<file path="src/rtl/fifo_reader.sv">
// Streams words out of a registered-read FIFO into a valid/ready interface.
// A 2-entry skid buffer plus one in-flight read allow one word per cycle without overflow.
module fifo_reader #(
   parameter int DATA_WIDTH = 8,
   parameter int CNT_WIDTH  = 16
) (
   input  logic                  clk,
   input  logic                  rst,
   input  logic                  en,
   input  logic                  empty,
   output logic                  r_en,
   input  logic [DATA_WIDTH-1:0] data_out,
   output logic                  out_valid,
   input  logic                  out_ready,
   output logic [DATA_WIDTH-1:0] out_data,
   output logic [CNT_WIDTH-1:0]  rd_count
);

   typedef enum logic [1:0] {
      EMPTY = 2'd0,
      ONE   = 2'd1,
      TWO   = 2'd2
   } occ_t;

   occ_t                  occ, occ_nxt;
   logic                  inflight;
   logic [DATA_WIDTH-1:0] head_q, head_nxt;
   logic [DATA_WIDTH-1:0] tail_q, tail_nxt;
   logic [CNT_WIDTH-1:0]  cnt_q;
   logic                  pop;
   logic                  capture;
   logic [2:0]            credits;

   // The FIFO word returns exactly one cycle after its strobe and must be taken then.
   assign capture   = inflight;
   assign out_valid = ~rst & (occ != EMPTY);
   assign out_data  = rst ? '0 : head_q;
   assign rd_count  = rst ? '0 : cnt_q;
   assign pop       = out_valid & out_ready;

   // Free slots, counting the word already on its way and the slot a pop frees this cycle.
   assign credits = 3'd2 - {1'b0, occ} - {2'b0, inflight} + {2'b0, pop};
   assign r_en    = en & ~empty & ~rst & (credits != 3'd0);

   // NOTE: every variable gets a default before the case so no path leaves it unassigned (no latch).
   always_comb begin
      occ_nxt  = occ;
      head_nxt = head_q;
      tail_nxt = tail_q;
      case (occ)
         EMPTY: begin
            if (capture) begin
               head_nxt = data_out;
               occ_nxt  = ONE;
            end
         end
         ONE: begin
            if (capture && pop) begin
               head_nxt = data_out;
            end else if (capture) begin
               tail_nxt = data_out;
               occ_nxt  = TWO;
            end else if (pop) begin
               occ_nxt = EMPTY;
            end
         end
         TWO: begin
            if (pop) begin
               head_nxt = tail_q;
               occ_nxt  = ONE;
               if (capture) begin
                  tail_nxt = data_out;
                  occ_nxt  = TWO;
               end
            end
         end
         default: occ_nxt = EMPTY;
      endcase
   end

   // NOTE: state registers use non-blocking assignments so all flops update together at the edge.
   // NOTE: the data registers are reset too, so out_data reads zero rather than stale words.
   always_ff @(posedge clk) begin
      if (rst) begin
         occ      <= EMPTY;
         inflight <= 1'b0;
         head_q   <= '0;
         tail_q   <= '0;
         cnt_q    <= '0;
      end else begin
         occ      <= occ_nxt;
         inflight <= r_en;
         head_q   <= head_nxt;
         tail_q   <= tail_nxt;
         if (pop) begin
            cnt_q <= cnt_q + CNT_WIDTH'(1);
         end
      end
   end

   // Simulation-only guards: the credit scheme must keep these states unreachable.
   always_ff @(posedge clk) begin
      if (!rst) begin
         assert (!(occ == TWO && capture && pop));
         assert (({1'b0, occ} + {2'b0, inflight}) <= 3'd2);
      end
   end

endmodule
</file>
<file path="config.mk">
export PLATFORM = sky130hd
export DESIGN_NAME = fifo_reader
export DESIGN_NICKNAME = d
export VERILOG_FILES = /design/src/rtl/fifo_reader.sv
export SDC_FILE = /design/constraint.sdc
export NUM_CORES = 1
export LEC_CHECK = 0
export CORE_MARGIN = 2
export CORE_UTILIZATION = 54
export DETAILED_ROUTE_END_ITERATION = 16
export PLACE_DENSITY_LB_ADDON = 0.25
export SYNTH_ARGS = -nofsm -noshare
export SYNTH_HDL_FRONTEND = slang
export SYNTH_SLANG_ARGS = --single-unit
export TNS_END_PERCENT = 5
</file>
<file path="constraint.sdc">
create_clock -name clk -period 6 [get_ports clk]
set_input_delay 1.2 -clock clk [delete_from_list [all_inputs] [get_ports clk]]
set_output_delay 1.2 -clock clk [all_outputs]
set_load 0.05 [all_outputs]
</file>
==> out/metrics.csv, run 1 <==
stage,metric,value,unit
detailed_routing,post-route ant nets,0,
detailed_routing,final wirelength,3.38,mm
detailed_routing,Vias per Instance,5.20,
synth,synth cell count leaders,"35 x dfxtp_1, 30 x nor2_1, 24 x nor2b_1",
timing,final hold vios,0,
detailed_routing,DRT Pass-1 Iters,4,
clock_tree,CTS tree,done,
placement,# port buffers,38,
synth,Synthesized Nets,224,
floorplan,Rows,21,
global_route,initial antenna violation count,0,
global_route,GRT Overall Usage,18.7,%
clock_tree,worst-case clock buffer depth,2,
floorplan,area of the die,3920,um2
worst_setup_path,Buffers & Inverters on Critical Path,3,
clock_tree,Clock transition at path regs,90,ps
power,Clk pwr share,27.4,%
worst_setup_path,Crit Path Class,input port to primary output,
worst_setup_path,worst-path fanout max,10,
clock_tree,CTS buffer count,5,
placement,DP HPWL,2.35,mm
timing,worst relative slew slack,54.9,%
floorplan,Initial Util,56.0,%
clock_tree,post-cts gate resize count,0,
detailed_routing,Post-route DRC,0,
worst_setup_path,CP Capture Type,primary output,
final_layout,n_diodes,0,
worst_setup_path,CP required,4800,ps
timing,Setup TNS,0,ps
clock_tree,CTS root buffer,clkbuf_4,
run,Max Cap Viol,0,
status,outcome,completed,
timing,Slew @ Worst Pin,674,ps
synth,Yosys warnings,0,
clock_tree,Post-CTS Setup Inserts,0,
detailed_routing,Avg WL per Cell,11.8,um
detailed_routing,Initial DRC Count,115,
worst_setup_path,"critical path, cell by cell","clkdlybuf4s50_1, nand2b_1, nor2_1, inv_1, fa_1, ha_1, nand2_1, nor2_1, nor4b_1, clkdlybuf4s50_1",
clock_tree,H-tree lvl count,2,
placement,gpl congestion,0.750,
synth,most frequent cell after synthesis,dfxtp_1,
final_layout,# nets final,257,
synth,post-synth top area share,37.8,%
global_route,gr ovfl total,0,
worst_hold_path,Worst Hold Class,register to register,
worst_setup_path,Top Family by Delay on Critical Path,buffers and inverters,
global_route,largest net degree at the start of global routing,68,
floorplan,number of I/O pins,39,
timing,endpoints failing setup,0,
synth,average cell area after synthesis,8.91,um2
timing,Period minus WS final,5440,ps
timing,RSZ-0062 raised after global routing,false,
synth,"EDFF count, synth",0,
worst_setup_path,CP startpoint kind,input port,
power,Switching Fraction,25.8,%
worst_setup_path,Worst path slowest cell,clkdlybuf4s50_1,
power,switching pwr,105,uW
global_route,first-pass GRT wire length,5.87,mm
synth,"Async S/R FF share, synth",0,%
detailed_routing,via count,1486,
clock_tree,cts hold-fix bufs,0,
timing,fmax,184,MHz
final_layout,post-layout util,68.6,%
floorplan,Core ar.,3310,um2
synth,synthesis-stage register bit count,35,
synth,sequential area share after synthesis,37.8,%
synth,Yosys cell types,41,
clock_tree,"Clk Latency, worst-skew pair",330,ps
synth,Gate Count Post-Synth,208,
timing,Setup Skew,3.67,ps
synth,largest cells by area after synthesis,"dfxtp_1 38%, mux2i_1 9.2%, nor2b_1 8.1%, nand2b_1 6.1%, nor2_1 6.1%",
synth,Synth Cell Area,1850,um2
power,PD cells,180,nW/um2
timing,final period utilization,90.7,%
worst_setup_path,CP peak stage delay,860,ps
floorplan,Die H,62.6,um
power,sequential share of power,58.9,%
power,Max IR drop VDD,119,uV
power,overall power,409,uW
final_layout,share of cells above drive strength 1,5.00,%
clock_tree,clock sink count,35,
power,Internal Pwr Total,304,uW
power,Gate power share,13.6,%
global_route,number of global-route vias before repair,1406,
floorplan,die outline width,62.6,um
synth,"area leader, netlist",dfxtp_1,
final_layout,synthesis-to-layout area growth,22.5,%
worst_setup_path,"Arr. time, crit path",4240,ps
power,Leak,0.835,nW
timing,Slew Limit Fails,0,
synth,top_reg_cell synth,dfxtp_1,
## cells by family (layout without fill, tap and decap cells)
logic type	Yosys count	count (layout)	share of synthesized area [%]
simple gates	104	104	31.8
compound gates	19	19	7.62
flops	35	35	37.8
xor+xnor	7	7	3.31
buf+inv	17	49	4.25
mux	23	23	12.8
fa+ha+maj	3	3	2.43
## final timing paths
check	to	start	cells past startpoint	slack [ps]
worst max-delay path	r_en	out_ready	10	560
worst min-delay path	tail_q[4]	tail_q[4]	2	480
worst max register to register	head_q[2]	occ[1]	4	3910
worst min register to register	tail_q[4]	tail_q[4]	2	480
## per-stage QoR
stage,std cells,worst slack (ps),area [um2],hold WS [ps]
final,286,555,2270,478
after CTS,286,548,2270,479
after floorplan,208,713,1850,435
after global routing,286,348,2270,494
after global placement,280,642,2230,456
after detailed placement,280,549,2230,463
## flip-flops by register name, summed over array words and instances, names as in the netlist
name and count:
capture 1, cnt_q 16, head_q 8, occ 2, tail_q 8
## cell usage in the layout, fill, tap and decap left out, types with 3 or more instances in the layout
master	count
dfxtp_1	35
nor3_1	4
mux2_1	5
a211oi_1	8
nor4_1	3
nor2_1	30
nand2b_1	18
mux2i_1	17
nand3_1	3
xnor2_1	6
or3_1	3
clkdlybuf4s50_1	37
nand2_1	6
nor2b_1	24
clkbuf_4	5
inv_1	4
a21oi_1	3
## layout make-up
type	count	area, um2
Tap cell	46	57.6
Timing Repair Buffer	39	383
Inverter	4	15.0
Clock buffer	6	41.3
Fill cell	287	1040
Multi-Input combinational cell	156	1070
Sequential cell	35	701
## metal layers
layer	routed length [um]	GRT usage (%)	share of wire [%]	vias to the layer above
met2	1550	33.2	46	35
met5	0	0	0	-
li1	-	-	-	776
met1	1570	20.7	46	668
met4	68	7.50	2.0	0
met3	186	5.77	5.5	7
## worst min-delay path, stage by stage (launching register included)
cell and delay (ps):
dfxtp_1 320, nand2b_1 60, mux2i_1 60
## power by group through the flow
stage | Combinational, mW | Sequential [mW] | Clock, mW
floorplan | 0.0387 | 0.245 | 0
global placement | 0.0554 | 0.246 | 0
finish | 0.0558 | 0.241 | 0.112
detailed placement | 0.0561 | 0.246 | 0
global route | 0.0619 | 0.242 | 0.127
CTS | 0.0564 | 0.241 | 0.119
No activity file was read; power rests on OpenSTA's default activity.
==> run 2: changes to the inputs <==
--- a/config.mk
+++ b/config.mk
@@ -5,8 +5,11 @@
 export SDC_FILE = /design/constraint.sdc
 export NUM_CORES = 1
 export LEC_CHECK = 0
+export ABC_AREA = 1
+export ABC_CLOCK_PERIOD_IN_PS = 6000
 export CORE_MARGIN = 2
-export CORE_UTILIZATION = 54
+export CORE_UTILIZATION = 56
+export CTS_CLUSTER_DIAMETER = 50
 export DETAILED_ROUTE_END_ITERATION = 16
 export PLACE_DENSITY_LB_ADDON = 0.25
 export SYNTH_ARGS = -nofsm -noshare
==> run 2 against run 1 <==
  * Flip-flop and latch count unchanged
  * Wire length increased by 23%
  * Clock power increased by 12%
  * Combinational power increased to 3.4 times the previous value
  * Count of clock-buffer cells in the layout increased by 1
  * Final cell count increased by 41%
  * Total power increased by 42%
  * Synthesized area increased by 10%
  * Largest power group unchanged
==> out/metrics.csv, run 2 <==
stage,metric,value,unit
power,PD cells,234,nW/um2
power,overall power,582,uW
worst_setup_path,Top Family by Delay on Critical Path,buffers and inverters,
clock_tree,Clock transition at path regs,100,ps
timing,final hold slack,480,ps
synth,largest cells by area after synthesis,"dfxtp_1 34%, nor2_1 13%, nand2_1 12%, inv_1 8.3%, a21oi_1 4.2%",
synth,synth cell count leaders,"72 x nor2_1, 66 x nand2_1, 45 x inv_1",
detailed_routing,Post-route DRC,0,
placement,gpl congestion,0.831,
clock_tree,H-tree lvl count,2,
global_route,first-pass GRT wire length,7.66,mm
global_route,largest net degree at the start of global routing,33,
synth,most frequent cell after synthesis,nor2_1,
clock_tree,CTS root buffer,clkbuf_4,
synth,Synth Cell Area,2050,um2
worst_setup_path,r2r endpoint,capture,
floorplan,number of I/O pins,39,
timing,endpoints failing setup,0,
timing,RSZ-0062 raised after global routing,false,
clock_tree,post-cts gate resize count,0,
detailed_routing,Vias per Instance,4.97,
timing,Setup TNS,0,ps
placement,# port buffers,38,
worst_setup_path,"Arr. time, crit path",3620,ps
synth,Yosys cell types,26,
detailed_routing,Initial DRC Count,93,
final_layout,max reg flops,16,
synth,post-synth top area share,34.3,%
worst_hold_path,Hold Path Origin,tail_q[2],
worst_setup_path,Crit Path Class,input port to primary output,
timing,final hold vios,0,
synth,average cell area after synthesis,6.35,um2
global_route,gr ovfl total,0,
final_layout,Biggest register,cnt_q,
power,Max IR drop VDD,181,uV
floorplan,Die H,64.4,um
final_layout,fin cells,404,
clock_tree,clock sink count,35,
timing,fmax,207,MHz
worst_hold_path,Worst Hold Class,register to register,
clock_tree,"Clk Latency, worst-skew pair",350,ps
final_layout,share of cells above drive strength 1,7.82,%
clock_tree,CTS buffer count,5,
global_route,number of global-route vias before repair,1890,
worst_setup_path,Buffers & Inverters on Critical Path,3,
synth,top_reg_cell synth,dfxtp_1,
placement,placed cells,396,
detailed_routing,Avg WL per Cell,10.3,um
final_layout,most frequent cells in the layout,"72 x nor2_1, 66 x nand2_1, 45 x inv_1, 37 x clkdlybuf4s50_1, 35 x dfxtp_1",
worst_setup_path,CP startpoint kind,input port,
synth,sequential area share after synthesis,34.3,%
worst_setup_path,CP peak stage delay,450,ps
timing,Slew Limit Fails,0,
detailed_routing,DRT Pass-1 Iters,5,
worst_setup_path,CP required,4800,ps
final_layout,synthesis-to-layout area growth,21.5,%
timing,Slew @ Worst Pin,787,ps
synth,"EDFF count, synth",0,
synth,Gate Count Post-Synth,322,
worst_setup_path,worst reg2reg setup slack,4100,ps
clock_tree,cts hold-fix bufs,0,
global_route,initial antenna violation count,0,
clock_tree,worst-case clock buffer depth,2,
worst_setup_path,Worst Reg-to-Reg Cells,8,
floorplan,Initial Util,59.9,%
worst_setup_path,Worst Setup SP,rst,
timing,final period utilization,80.4,%
global_route,GRT Overall Usage,23.4,%
floorplan,die outline width,64.4,um
detailed_routing,final wirelength,4.15,mm
floorplan,area of the die,4150,um2
detailed_routing,via count,2009,
worst_setup_path,Reg2Reg Launch Point,occ[0],
final_layout,post-layout util,72.7,%
worst_setup_path,Worst path slowest cell,fa_1,
final_layout,# nets final,373,
timing,worst relative slew slack,47.5,%
synth,"Async S/R FF share, synth",0,%
clock_tree,CTS tree,done,
clock_tree,Post-CTS Setup Inserts,0,
floorplan,Rows,21,
synth,Yosys warnings,0,
worst_setup_path,"critical path, cell by cell","clkdlybuf4s50_1, inv_2, nand3_4, fa_1, ha_1, nand2_1, nor2_1, nor3_1, buf_12",
detailed_routing,post-route ant nets,0,
timing,Period minus WS final,4820,ps
status,outcome,completed,
final_layout,fillers,289,
synth,Synthesized Nets,338,
worst_setup_path,CP Capture Type,primary output,
final_layout,"most common cell after layout, fill and taps aside",nor2_1,
synth,synthesis-stage register bit count,35,
synth,"area leader, netlist",dfxtp_1,
worst_setup_path,worst-path fanout max,32,
worst_hold_path,hold path endpoint,tail_q[2],
power,Leak,0.970,nW
placement,DP HPWL,3.06,mm
run,Max Cap Viol,0,
timing,Setup Skew,11.7,ps
floorplan,Core ar.,3420,um2
worst_hold_path,Hold Path Stages,2,
final_layout,biggest regs,"cnt_q (16), head_q (8), tail_q (8)",
final_layout,n_diodes,0,
## run 2: worst max-delay path by stage
stage,endpoint,slack [ps],cells past startpoint
after floorplan,r_en,1450,8
after global placement,r_en,1190,9
after detailed placement,r_en,1180,9
after CTS,r_en,1160,9
after global routing,r_en,1010,9
final,r_en,1180,9
## run 2: worst register-to-register path, stage by stage, from the launching register on
cell and delay [ps]:
dfxtp_1 510, inv_2 90, nand2_4 90, nand3_4 170, fa_1 450, ha_1 280, nand2_1 40, nor2_1 110
nor3_1 60
## run 2: layer usage
| layer | vias to the layer above | GRT usage [%] | part of all wire (%) |
|---|---|---|---|
| li1 | 1072 | - | - |
| met1 | 885 | 26.4 | 46 |
| met2 | 43 | 41.7 | 47 |
| met5 | - | 0 | 0 |
| met3 | 9 | 6.42 | 5.0 |
| met4 | 0 | 9.04 | 1.8 |
## run 2: kinds of logic after synthesis
kind of cell | synth area share (%)
compound gates | 10.9
fa+ha+maj | 2.20
buf+inv | 12.3
flops | 34.3
simple gates | 40.3
## run 2: cell type report
class | instances | area, um2 | area share (%)
sequential | 35 | 701 | 28.2
multi-input combinational | 227 | 1090 | 44.0
clock buffer | 7 | 45.0 | 1.81
tap | 46 | 57.6 | 2.32
inverter | 49 | 185 | 7.45
clock inverter | 1 | 5.00 | 0.201
timing repair buffer | 39 | 398 | 16.0
## run 2: power by group
group	switching (mW)	internal, mW	leakage [nW]
Clock	0.0798	0.0456	0.0293
Sequential	0.0152	0.253	0.284
Combinational	0.122	0.0666	0.657
## run 2: metrics by stage
stage / cell area [um2] / setup WS, ps
CTS: 2480 / 1160
floorplan: 2050 / 1450
global placement: 2430 / 1190
global route: 2480 / 1010
detailed placement: 2430 / 1180
finish: 2480 / 1180
